--- config.mk ---
export PLATFORM = sky130hd
export DESIGN_NAME = scan_window_counter_flat
export DESIGN_NICKNAME = d
export VERILOG_FILES = /design/src/rtl/scan_window_counter_pkg.sv /design/src/rtl/scan_window_counter_if.sv /design/src/rtl/scan_window_counter_sat_counter.sv /design/src/rtl/scan_window_counter.sv /design/src/flat_wrapper.sv
export SDC_FILE = /design/constraint.sdc
export NUM_CORES = 2
export LEC_CHECK = 0
export BUFFER_PORTS_ARGS = -buffer_cell sky130_fd_sc_hd__buf_2
export CAP_MARGIN = 10
export CORE_ASPECT_RATIO = 0.9
export CORE_UTILIZATION = 40
export DETAILED_ROUTE_END_ITERATION = 10
export PLACE_DENSITY = 0.63
export SLEW_MARGIN = 0
export SYNTH_ARGS = -nofsm -noshare
export SYNTH_HDL_FRONTEND = slang
export SYNTH_SLANG_ARGS = --single-unit
export TNS_END_PERCENT = 10
--- constraint.sdc ---
create_clock -name clk -period 26.5 [get_ports clk]
set_input_delay 7.95 -clock clk [delete_from_list [all_inputs] [get_ports clk]]
set_output_delay 7.95 -clock clk [all_outputs]
set_load 0.005 [all_outputs]
--- src/rtl/scan_window_counter_pkg.sv ---
// -----------------------------------------------------------------------------
// scan_pkg
// Shared types and constants for the window-gated scan hit counter.
//   scan_state_t : window FSM states
//   DEF_*        : default channel count, count width and window-length width
//   sel_w(n)     : width of a channel-select index for n channels (at least 1)
// -----------------------------------------------------------------------------
package scan_pkg;

  typedef enum logic [1:0] {
    ST_IDLE  = 2'd0,
    ST_CLEAR = 2'd1,
    ST_COUNT = 2'd2,
    ST_LATCH = 2'd3
  } scan_state_t;

  localparam int DEF_NCH = 8;
  localparam int DEF_CW  = 32;
  localparam int DEF_TW  = 32;

  function automatic int sel_w(input int n);
    return (n <= 1) ? 1 : $clog2(n);
  endfunction

endpackage

--- src/rtl/scan_window_counter_if.sv ---
// -----------------------------------------------------------------------------
// scan_window_counter_if
// Control, hit and readout signals of the scan window counter.
//   start, abort, window_len : window control from the scan controller
//   hit[NCH]                 : per-channel count enables
//   busy, done               : window status (done is a one-cycle pulse)
//   rd_sel, rd_data, rd_ovf  : registered shadow-bank readout by channel
// master = scan controller side, slave = counter side.
// -----------------------------------------------------------------------------
interface scan_window_counter_if #(
  parameter int NCH = scan_pkg::DEF_NCH,
  parameter int CW  = scan_pkg::DEF_CW,
  parameter int TW  = scan_pkg::DEF_TW
);
  localparam int SW = scan_pkg::sel_w(NCH);

  logic           start;
  logic           abort;
  logic [TW-1:0]  window_len;
  logic [NCH-1:0] hit;
  logic           busy;
  logic           done;
  logic [SW-1:0]  rd_sel;
  logic [CW-1:0]  rd_data;
  logic           rd_ovf;

  modport master (
    output start, abort, window_len, hit, rd_sel,
    input  busy, done, rd_data, rd_ovf
  );

  modport slave (
    input  start, abort, window_len, hit, rd_sel,
    output busy, done, rd_data, rd_ovf
  );

endinterface

--- src/rtl/scan_window_counter_sat_counter.sv ---
// -----------------------------------------------------------------------------
// sat_counter
// Saturating W-bit event counter with a sticky overflow flag.
//   clk, rst : clock, asynchronous active-high reset
//   clr      : synchronous clear of count and flag (wins over en)
//   en       : count this cycle
//   cnt      : current count
//   ovf      : set when an increment is requested while already at max
// -----------------------------------------------------------------------------
module sat_counter #(
  parameter int W = 32
) (
  input  logic         clk,
  input  logic         rst,
  input  logic         clr,
  input  logic         en,
  output logic [W-1:0] cnt,
  output logic         ovf
);

  logic [W-1:0] cnt_d, cnt_q;
  logic         ovf_d, ovf_q;

  // NOTE: every signal written here gets a default first, so no path through
  // the block leaves it unassigned and no latch is inferred.
  always_comb begin
    cnt_d = cnt_q;
    ovf_d = ovf_q;
    if (clr) begin
      cnt_d = '0;
      ovf_d = 1'b0;
    end else if (en) begin
      if (&cnt_q) ovf_d = 1'b1;          // hold at max, never wrap
      else        cnt_d = cnt_q + W'(1);
    end
  end

  // NOTE: state registers use non-blocking assignments so all flops update
  // together from values sampled before the edge.
  always_ff @(posedge clk or posedge rst) begin
    if (rst) begin
      cnt_q <= '0;
      ovf_q <= 1'b0;
    end else begin
      cnt_q <= cnt_d;
      ovf_q <= ovf_d;
    end
  end

  assign cnt = cnt_q;
  assign ovf = ovf_q;

endmodule

--- src/rtl/scan_window_counter.sv ---
// -----------------------------------------------------------------------------
// scan_window_counter
// Multi-channel window-gated hit counter. start clears the live counters,
// counts hit cycles for window_len cycles, then copies the live bank into a
// shadow bank that stays readable while the next window runs.
//   clk, rst : clock, asynchronous active-high reset
//   bus      : scan_window_counter_if.slave (control, hits, status, readout)
// -----------------------------------------------------------------------------
module scan_window_counter
  import scan_pkg::*;
#(
  parameter int NCH = DEF_NCH,
  parameter int CW  = DEF_CW,
  parameter int TW  = DEF_TW
) (
  input  logic                    clk,
  input  logic                    rst,
  scan_window_counter_if.slave    bus
);

  localparam int SW = sel_w(NCH);

  scan_state_t    state_d, state_q;
  logic [TW-1:0]  timer_d, timer_q;
  logic           busy_d, busy_q;
  logic           done_d, done_q;
  logic           clr_live, count_en;

  logic [CW-1:0]  live_cnt     [NCH];
  logic [NCH-1:0] live_ovf;
  logic [CW-1:0]  shadow_cnt_d [NCH];
  logic [CW-1:0]  shadow_cnt_q [NCH];
  logic [NCH-1:0] shadow_ovf_d, shadow_ovf_q;

  logic [CW-1:0]  rd_data_d, rd_data_q;
  logic           rd_ovf_d, rd_ovf_q;

  // ---------------------------------------------------------------------------
  // Window FSM and timer
  // ---------------------------------------------------------------------------
  always_comb begin
    state_d = state_q;
    timer_d = timer_q;
    unique case (state_q)
      ST_IDLE: begin
        // abort is meaningless here, so start always wins
        if (bus.start) begin
          state_d = ST_CLEAR;
          timer_d = bus.window_len;
        end
      end
      ST_CLEAR: begin
        if (bus.abort)            state_d = ST_IDLE;
        else if (timer_q == '0)   state_d = ST_LATCH;
        else                      state_d = ST_COUNT;
      end
      ST_COUNT: begin
        timer_d = timer_q - TW'(1);
        // abort beats expiry; timer==1 marks the final counted cycle
        if (bus.abort)                 state_d = ST_IDLE;
        else if (timer_q == TW'(1))    state_d = ST_LATCH;
      end
      ST_LATCH: state_d = ST_IDLE;
      default:  state_d = ST_IDLE;
    endcase

    // Status is registered: busy follows the next state, done marks the
    // cycle right after LATCH, when the shadow bank has just been written.
    busy_d   = (state_d != ST_IDLE);
    done_d   = (state_q == ST_LATCH);
    clr_live = (state_q == ST_CLEAR);
    count_en = (state_q == ST_COUNT);
  end

  // ---------------------------------------------------------------------------
  // Live counters
  // ---------------------------------------------------------------------------
  for (genvar i = 0; i < NCH; i++) begin : g_ch
    sat_counter #(.W(CW)) u_cnt (
      .clk (clk),
      .rst (rst),
      .clr (clr_live),
      .en  (count_en & bus.hit[i]),
      .cnt (live_cnt[i]),
      .ovf (live_ovf[i])
    );
  end

  // ---------------------------------------------------------------------------
  // Shadow bank and read mux
  // ---------------------------------------------------------------------------
  always_comb begin
    shadow_ovf_d = shadow_ovf_q;
    for (int i = 0; i < NCH; i++) shadow_cnt_d[i] = shadow_cnt_q[i];
    if (state_q == ST_LATCH) begin
      shadow_ovf_d = live_ovf;
      for (int i = 0; i < NCH; i++) shadow_cnt_d[i] = live_cnt[i];
    end
  end

  always_comb begin
    rd_data_d = '0;
    rd_ovf_d  = 1'b0;
    // Selects beyond the last channel read as zero.
    if ({1'b0, bus.rd_sel} < (SW+1)'(NCH)) begin
      rd_data_d = shadow_cnt_q[bus.rd_sel];
      rd_ovf_d  = shadow_ovf_q[bus.rd_sel];
    end
  end

  // ---------------------------------------------------------------------------
  // Registers
  // ---------------------------------------------------------------------------
  always_ff @(posedge clk or posedge rst) begin
    if (rst) begin
      state_q      <= ST_IDLE;
      timer_q      <= '0;
      busy_q       <= 1'b0;
      done_q       <= 1'b0;
      rd_data_q    <= '0;
      rd_ovf_q     <= 1'b0;
      shadow_ovf_q <= '0;
      // NOTE: the shadow bank is software-visible and must read back as zero
      // after reset, so this storage array is reset like ordinary flops.
      for (int i = 0; i < NCH; i++) shadow_cnt_q[i] <= '0;
    end else begin
      state_q      <= state_d;
      timer_q      <= timer_d;
      busy_q       <= busy_d;
      done_q       <= done_d;
      rd_data_q    <= rd_data_d;
      rd_ovf_q     <= rd_ovf_d;
      shadow_ovf_q <= shadow_ovf_d;
      for (int i = 0; i < NCH; i++) shadow_cnt_q[i] <= shadow_cnt_d[i];
    end
  end

  assign bus.busy    = busy_q;
  assign bus.done    = done_q;
  assign bus.rd_data = rd_data_q;
  assign bus.rd_ovf  = rd_ovf_q;

endmodule
--- src/flat_wrapper.sv ---
// flat-port wrapper written by rule: the top's interface ports become plain ports
module scan_window_counter_flat import scan_pkg::*;
#(
  parameter int NCH = DEF_NCH,
  parameter int CW  = DEF_CW,
  parameter int TW  = DEF_TW
)
  (clk, rst, bus_start, bus_abort, bus_window_len, bus_hit, bus_rd_sel, bus_busy, bus_done, bus_rd_data, bus_rd_ovf);
  scan_window_counter_if #(.NCH(NCH), .CW(CW), .TW(TW)) bus_i ();
  input  logic clk;
  input  logic rst;
  input wire logic [$bits(bus_i.start)-1:0] bus_start;
  input wire logic [$bits(bus_i.abort)-1:0] bus_abort;
  input wire logic [$bits(bus_i.window_len)-1:0] bus_window_len;
  input wire logic [$bits(bus_i.hit)-1:0] bus_hit;
  input wire logic [$bits(bus_i.rd_sel)-1:0] bus_rd_sel;
  output wire logic [$bits(bus_i.busy)-1:0] bus_busy;
  output wire logic [$bits(bus_i.done)-1:0] bus_done;
  output wire logic [$bits(bus_i.rd_data)-1:0] bus_rd_data;
  output wire logic [$bits(bus_i.rd_ovf)-1:0] bus_rd_ovf;
  assign bus_i.start = bus_start;
  assign bus_i.abort = bus_abort;
  assign bus_i.window_len = bus_window_len;
  assign bus_i.hit = bus_hit;
  assign bus_i.rd_sel = bus_rd_sel;
  assign bus_busy = bus_i.busy;
  assign bus_done = bus_i.done;
  assign bus_rd_data = bus_i.rd_data;
  assign bus_rd_ovf = bus_i.rd_ovf;
  scan_window_counter #(.NCH(NCH), .CW(CW), .TW(TW)) u_core (.clk(clk), .rst(rst), .bus(bus_i));
endmodule
Word level (Yosys, flattened, before mapping). Index checks and enable logic that the tools add are counted. W data, S select, Z words.

Add/subtract/negate cells: 9. Multiply operators: 0. Divide/modulo/power cells: 0. Magnitude comparators: 2. Equal/unequal tests: 13. Shift operators: 0. Multiplexer cells: 61. Bitwise operators: 9. Reductions and logical operators: 45.

Operators by type and width (number): $mux W32 (27); $add A32 B1 Y32 const B (8); $reduce_and A32 Y1 (8); $bmux W32 S3 (1); $pmux W32 S2 (1); $reduce_bool A2 Y1 (18); $reduce_and A2 Y1 (17); $eq A32 B1 Y1 const B (1); $logic_not A32 Y1 (1); $sub A32 B1 Y32 const B (1); $mux W1 (26); $ne A2 B1 Y1 const B (8); $and A1 B1 Y1 (8); $mux W2 (4); $pmux W2 S4 (1); $eq A2 B2 Y1 const B (2); $ge A4 B4 Y1 const B (1); $lt A3 B4 Y1 const B (1); $not A3 Y4 (1); $bmux W1 S3 (1); $eq A2 B1 Y1 const B (1); $logic_not A2 Y1 (1); $ne A2 B2 Y1 const B (1).

Register bits: 597. Bits in latches: 0. Memory bits (writable): 0. Memory bits (read-only): 0. Logic and storage cells: 170. Memories kept: 0.

Depth between registers and ports, before layout.
Depth in word-level cells: 5. Gate-level depth with buffers: 9. Gate-level depth less buffers: 6.

Modules after synthesis. Synthesis repeated with hierarchy kept, for this count alone.

Cells, all modules: 2626. Area total of the unflattened synthesis: 30146.4 um^2.

Modules (own cells, without submodules): sat_counter (times used 8, cells each 207, area an instance 1914.3 um^2, sequential area each 825.8 um^2); scan_window_counter (times used 1, cells each 970, area an instance 14831.7 um^2, sequential area each 8333.0 um^2).

Least setup slack after synthesis. Ideal clock, no wire load.

Kind: input-to-reg. Start: input bus_rd_sel[0]. End: register u_core.rd_data_q[0] (netlist: u_core.bus.rd_data[0]). Arrival time: 9491 ps. Required time: 26375 ps. Setup slack: 16884 ps. Stages: 4. Buffers on the path: 2. Path through: buf_1 buf_2 mux4_2 mux2_2.

Word-level cells in the longest chain between the ends: 4.

Ends and longest elaborated chain: start: declaration (RTL line flat_wrapper.sv:16) `input wire logic [$bits(bus_i.rd_sel)-1:0] bus_rd_sel;`; $not A3 Y4 (not written as such) (RTL line scan_window_counter.sv:106) `rd_data_d = shadow_cnt_q[bus.rd_sel];`; $bmux W32 S3 (RTL line scan_window_counter.sv:106); $mux W32 (not written as such) (2 in series) (RTL line scan_window_counter.sv:106); named net u_core.rd_data_d[0] (RTL line scan_window_counter.sv:35) `logic [CW-1:0] rd_data_d, rd_data_q;`; end signal: assignment (RTL line scan_window_counter.sv:131) `rd_data_q <= rd_data_d;`; end: declaration (RTL line scan_window_counter.sv:35).

The timed path passes the listed nets, and every way through them passes these cells. The select of a mux whose other input is x is not followed. A chain may end at the register's enable or synchronous reset.

==> metrics.md <==
| Metric | Value |
|---|---|
| Run status | `completed` |
| Mapped Area | `29,100 µm²` |
| IO buf count | `81` |
| Synth Flop Type | `dfrtp_1` |
| Most frequent cells in the layout | `nand2_1, dfrtp_1, a21oi_1` |
| WL final | `83,400 µm` |
| Drt wl/cell | `20.4 µm` |
| FP Rows | `93` |
| Critical path capture point type | `async pin` |
| Part of the cycle the worst path needs | `0.388` |
| Top post-synthesis cells by area | `dfrtp_1, nand2_1, mux4_2, a21oi_1, o21ai_0` |
| Critical path's most frequent cell | `buf_4` |
| Area growth syn-to-layout | `11.6%` |
| RSZ-0062 raised after global routing | `false` |
| Core Area | `71,800 µm²` |
| CP Cell Sequence | `buf_2 -> inv_8 -> buf_12 -> buf_4 -> buf_4` |
| DRT Pass-1 Iters | `5` |
| Num Clock Sinks | `597` |
| Crit Path Max Fanout | `170` |
| Seq/Total Area, Yosys | `0.513` |
| Reg2reg start | `u_core.state_q[1]$_DFF_PP0_` |
| Critical Path AT | `10.95 ns` |
| Largest net degree at the start of global routing | `171` |
| Routability congestion estimate | `0.862` |
| Die Ht | `258 µm` |
| Fmax | `97.3 MHz` |
| Antenna-violating nets left | `0` |
| I/O pins | `82` |
| Tot GR Track Use | `0.227` |
| Design Area, Final | `32,500 µm²` |
| Syn Area/Cell | `9.48 µm²` |
| Synth cell types | `82` |
| Number of buffers created by CTS | `66` |
| CP max stage delay | `0.75 ns` |
| Hold Crit Class | `flip-flop to flip-flop` |
| First-pass GRT wire length | `131,000 µm` |
| Async set or reset register ratio after synthesis | `1.00` |
| CP required | `27.17 ns` |
| CTS tree | `done` |
| Layout cells sized above 1 | `0.114` |
| PostCTS Resize Cnt | `0` |
| Final Hold Fails | `0` |
| Fin. max-slew vios | `0` |
| Worst setup SP type | `primary input` |
| Max Root-Sink Buffers | `3` |
| Synth top area share | `0.513` |
| Initial antenna violation count | `8` |
| Max Cap Viol | `0` |
| Hold_sp | `u_core.shadow_cnt_q[17]$_DFFE_PP0P_` |
| Drt drc | `0` |
| Commonest non-fill, non-tap cell in the layout | `nand2_1` |
| Critical path class | `primary input to async pin` |
| CTS Hold Bufs | `0` |
| Buf/Inv on CP | `5` |
| N_diodes | `0` |
| Worst slew pin tran | `1.19 ns` |
| Nets@finish | `3,140` |
| Overflow after GRT | `0` |
| Setup-failing EPs final | `0` |
| Vias per Instance | `5.82` |
| DP Area | `30,300 µm²` |
| Worst-path clk slew | `0.06 ns` |
| Leak pwr | `0.0144 µW` |
| Die area | `73,800 µm²` |
| Synth Instances | `3,070` |
| Post-CTS Setup Inserts | `0` |
| Synth Warn # | `0` |
| Sum Neg Setup Slack | `0 ns` |
| Clk root buf | `clkbuf_16` |
| Worst path slowest cell | `buf_12` |
| Worst-Skew Late Latency | `0.61 ns` |
| CP Launch Point | `rst` |
| Vias in the first global route | `22,002` |
| Filler cells | `6,741` |
| Register bit total from synthesis | `597` |
| Power density over the cells | `65.8 nW/µm²` |
| Max rail drop VDD | `0.0398 mV` |
| Detailed Route Iter0 Violations | `2,101` |
| Vias after detailed routing | `23,732` |
| Clk_skew | `0.0236 ns` |
| Initial core utilization | `0.405` |
| Syn nets | `3,127` |
| Synth area leader | `dfrtp_1` |
| Die width | `286 µm` |
| Fin util | `0.452` |
| CTS H-Tree Depth | `3` |
| Largest delay share family, worst path | `buffers and inverters` |
| Fin crit period | `10.27 ns` |
| DPL Wire Length | `56,300 µm` |
| Number of synthesized flops with an enable pin | `0` |
| Slew headroom | `0.204` |
==> worst min-delay path: cells and delay by family, from the launching register on <==
family           cells  cell delay (ns)
and+or+nand+nor      2             0.10
DFF                  1             0.33
==> worst paths after layout <==
| check | endpoint | slack (ns) | depth (start not counted) |
|---|---|---|---|
| worst max-delay path | u_core.g_ch[1].u_cnt.cnt[6]$_DFFE_PP0P_ | 16.23 | 5 |
| worst min-delay path | u_core.shadow_cnt_q[17]$_DFFE_PP0P_ | 0.47 | 2 |
| worst max register to register | u_core.g_ch[5].u_cnt.cnt[15]$_DFFE_PP0P_ | 22.86 | 8 |
| worst min register to register | u_core.shadow_cnt_q[17]$_DFFE_PP0P_ | 0.47 | 2 |
| max in group clk | u_core.g_ch[4].u_cnt.cnt[29]$_DFFE_PP0P_ | 16.71 | 6 |
| min in group asynchronous | u_core.g_ch[5].u_cnt.cnt[12]$_DFFE_PP0P_ | 7.48 | 2 |
==> power by group <==
group          leakage, µW  internal, µW  switching [µW]
registers          0.00821           961            52.5
logic              0.00513          63.1             127
clock network      0.00107           541             390
==> state kept, by name, indices dropped and copies added (netlist names) <==
name and cells:
u_core.bus.done 1, u_core.g_ch.u_cnt.cnt 256, u_core.shadow_ovf_q 8, u_core.bus.rd_data 32
u_core.state_q 2, u_core.g_ch.u_cnt.ovf 8, u_core.bus.rd_ovf 1, u_core.timer_q 32
u_core.shadow_cnt_q 256, u_core.bus.busy 1
==> area by class of cell <==
class	count	area, µm²	area share
clock buffers	100	1990	0.0613
clock inverters	15	174	0.00536
inverters	40	165	0.00509
multi-input cells	2271	13400	0.412
flip-flops and latches	597	14900	0.460
well taps	950	1190	0.0366
repair buffers	107	618	0.0190
==> metrics by stage <==
stage / power (µW) / instances / hold WS, ns / setup slack, ns
after CTS: 2150 / 4080 / 0.473 / 16.07
after floorplan: 1150 / 3070 / 0.439 / 1.84
after detailed placement: 1220 / 3965 / 0.458 / 15.41
after global placement: 1220 / 3965 / 0.453 / 15.40
after global routing: 2220 / 4080 / 0.483 / 15.72
final: 2140 / 4080 / 0.469 / 16.23
==> kinds of logic after synthesis <==
group                      after synthesis  synth area share
buffers and inverters                  202            0.0279
xor gates and xnor gates                34            0.0102
muxes                                  122            0.0717
AOI/OAI and AO/OA                      537             0.114
and+or+nand+nor                       1568             0.258
DFF                                    597             0.513
adders and majority gates               10           0.00430
==> cells in the mapped netlist (11+ instances only) <==
cell type	number
a211oi_1	14
a21oi_1	179
a31oi_1	15
and2_1	19
and3_1	21
and4_1	40
buf_1	12
buf_2	24
clkbuf_1	123
dfrtp_1	597
inv_1	39
mux2_2	33
mux2i_1	23
mux4_2	66
nand2_1	902
nand2b_1	17
nand3_1	91
nand3b_1	11
nand4_1	76
nor2_1	107
nor3_1	48
nor4_1	29
o211ai_1	19
o21a_1	11
o21ai_0	143
o311ai_0	11
o31ai_1	68
or3_1	85
or4_1	74
xnor2_1	18
xor2_1	16
==> routing by layer <==
metal,vias up,global-route usage,routed length [µm]
li1,11044,-,-
met1,11850,0.347,40000
met2,707,0.317,35100
met3,121,0.0523,6050
met4,10,0.0673,2210
met5,-,0,79
(Power assumes the default switching activity.)
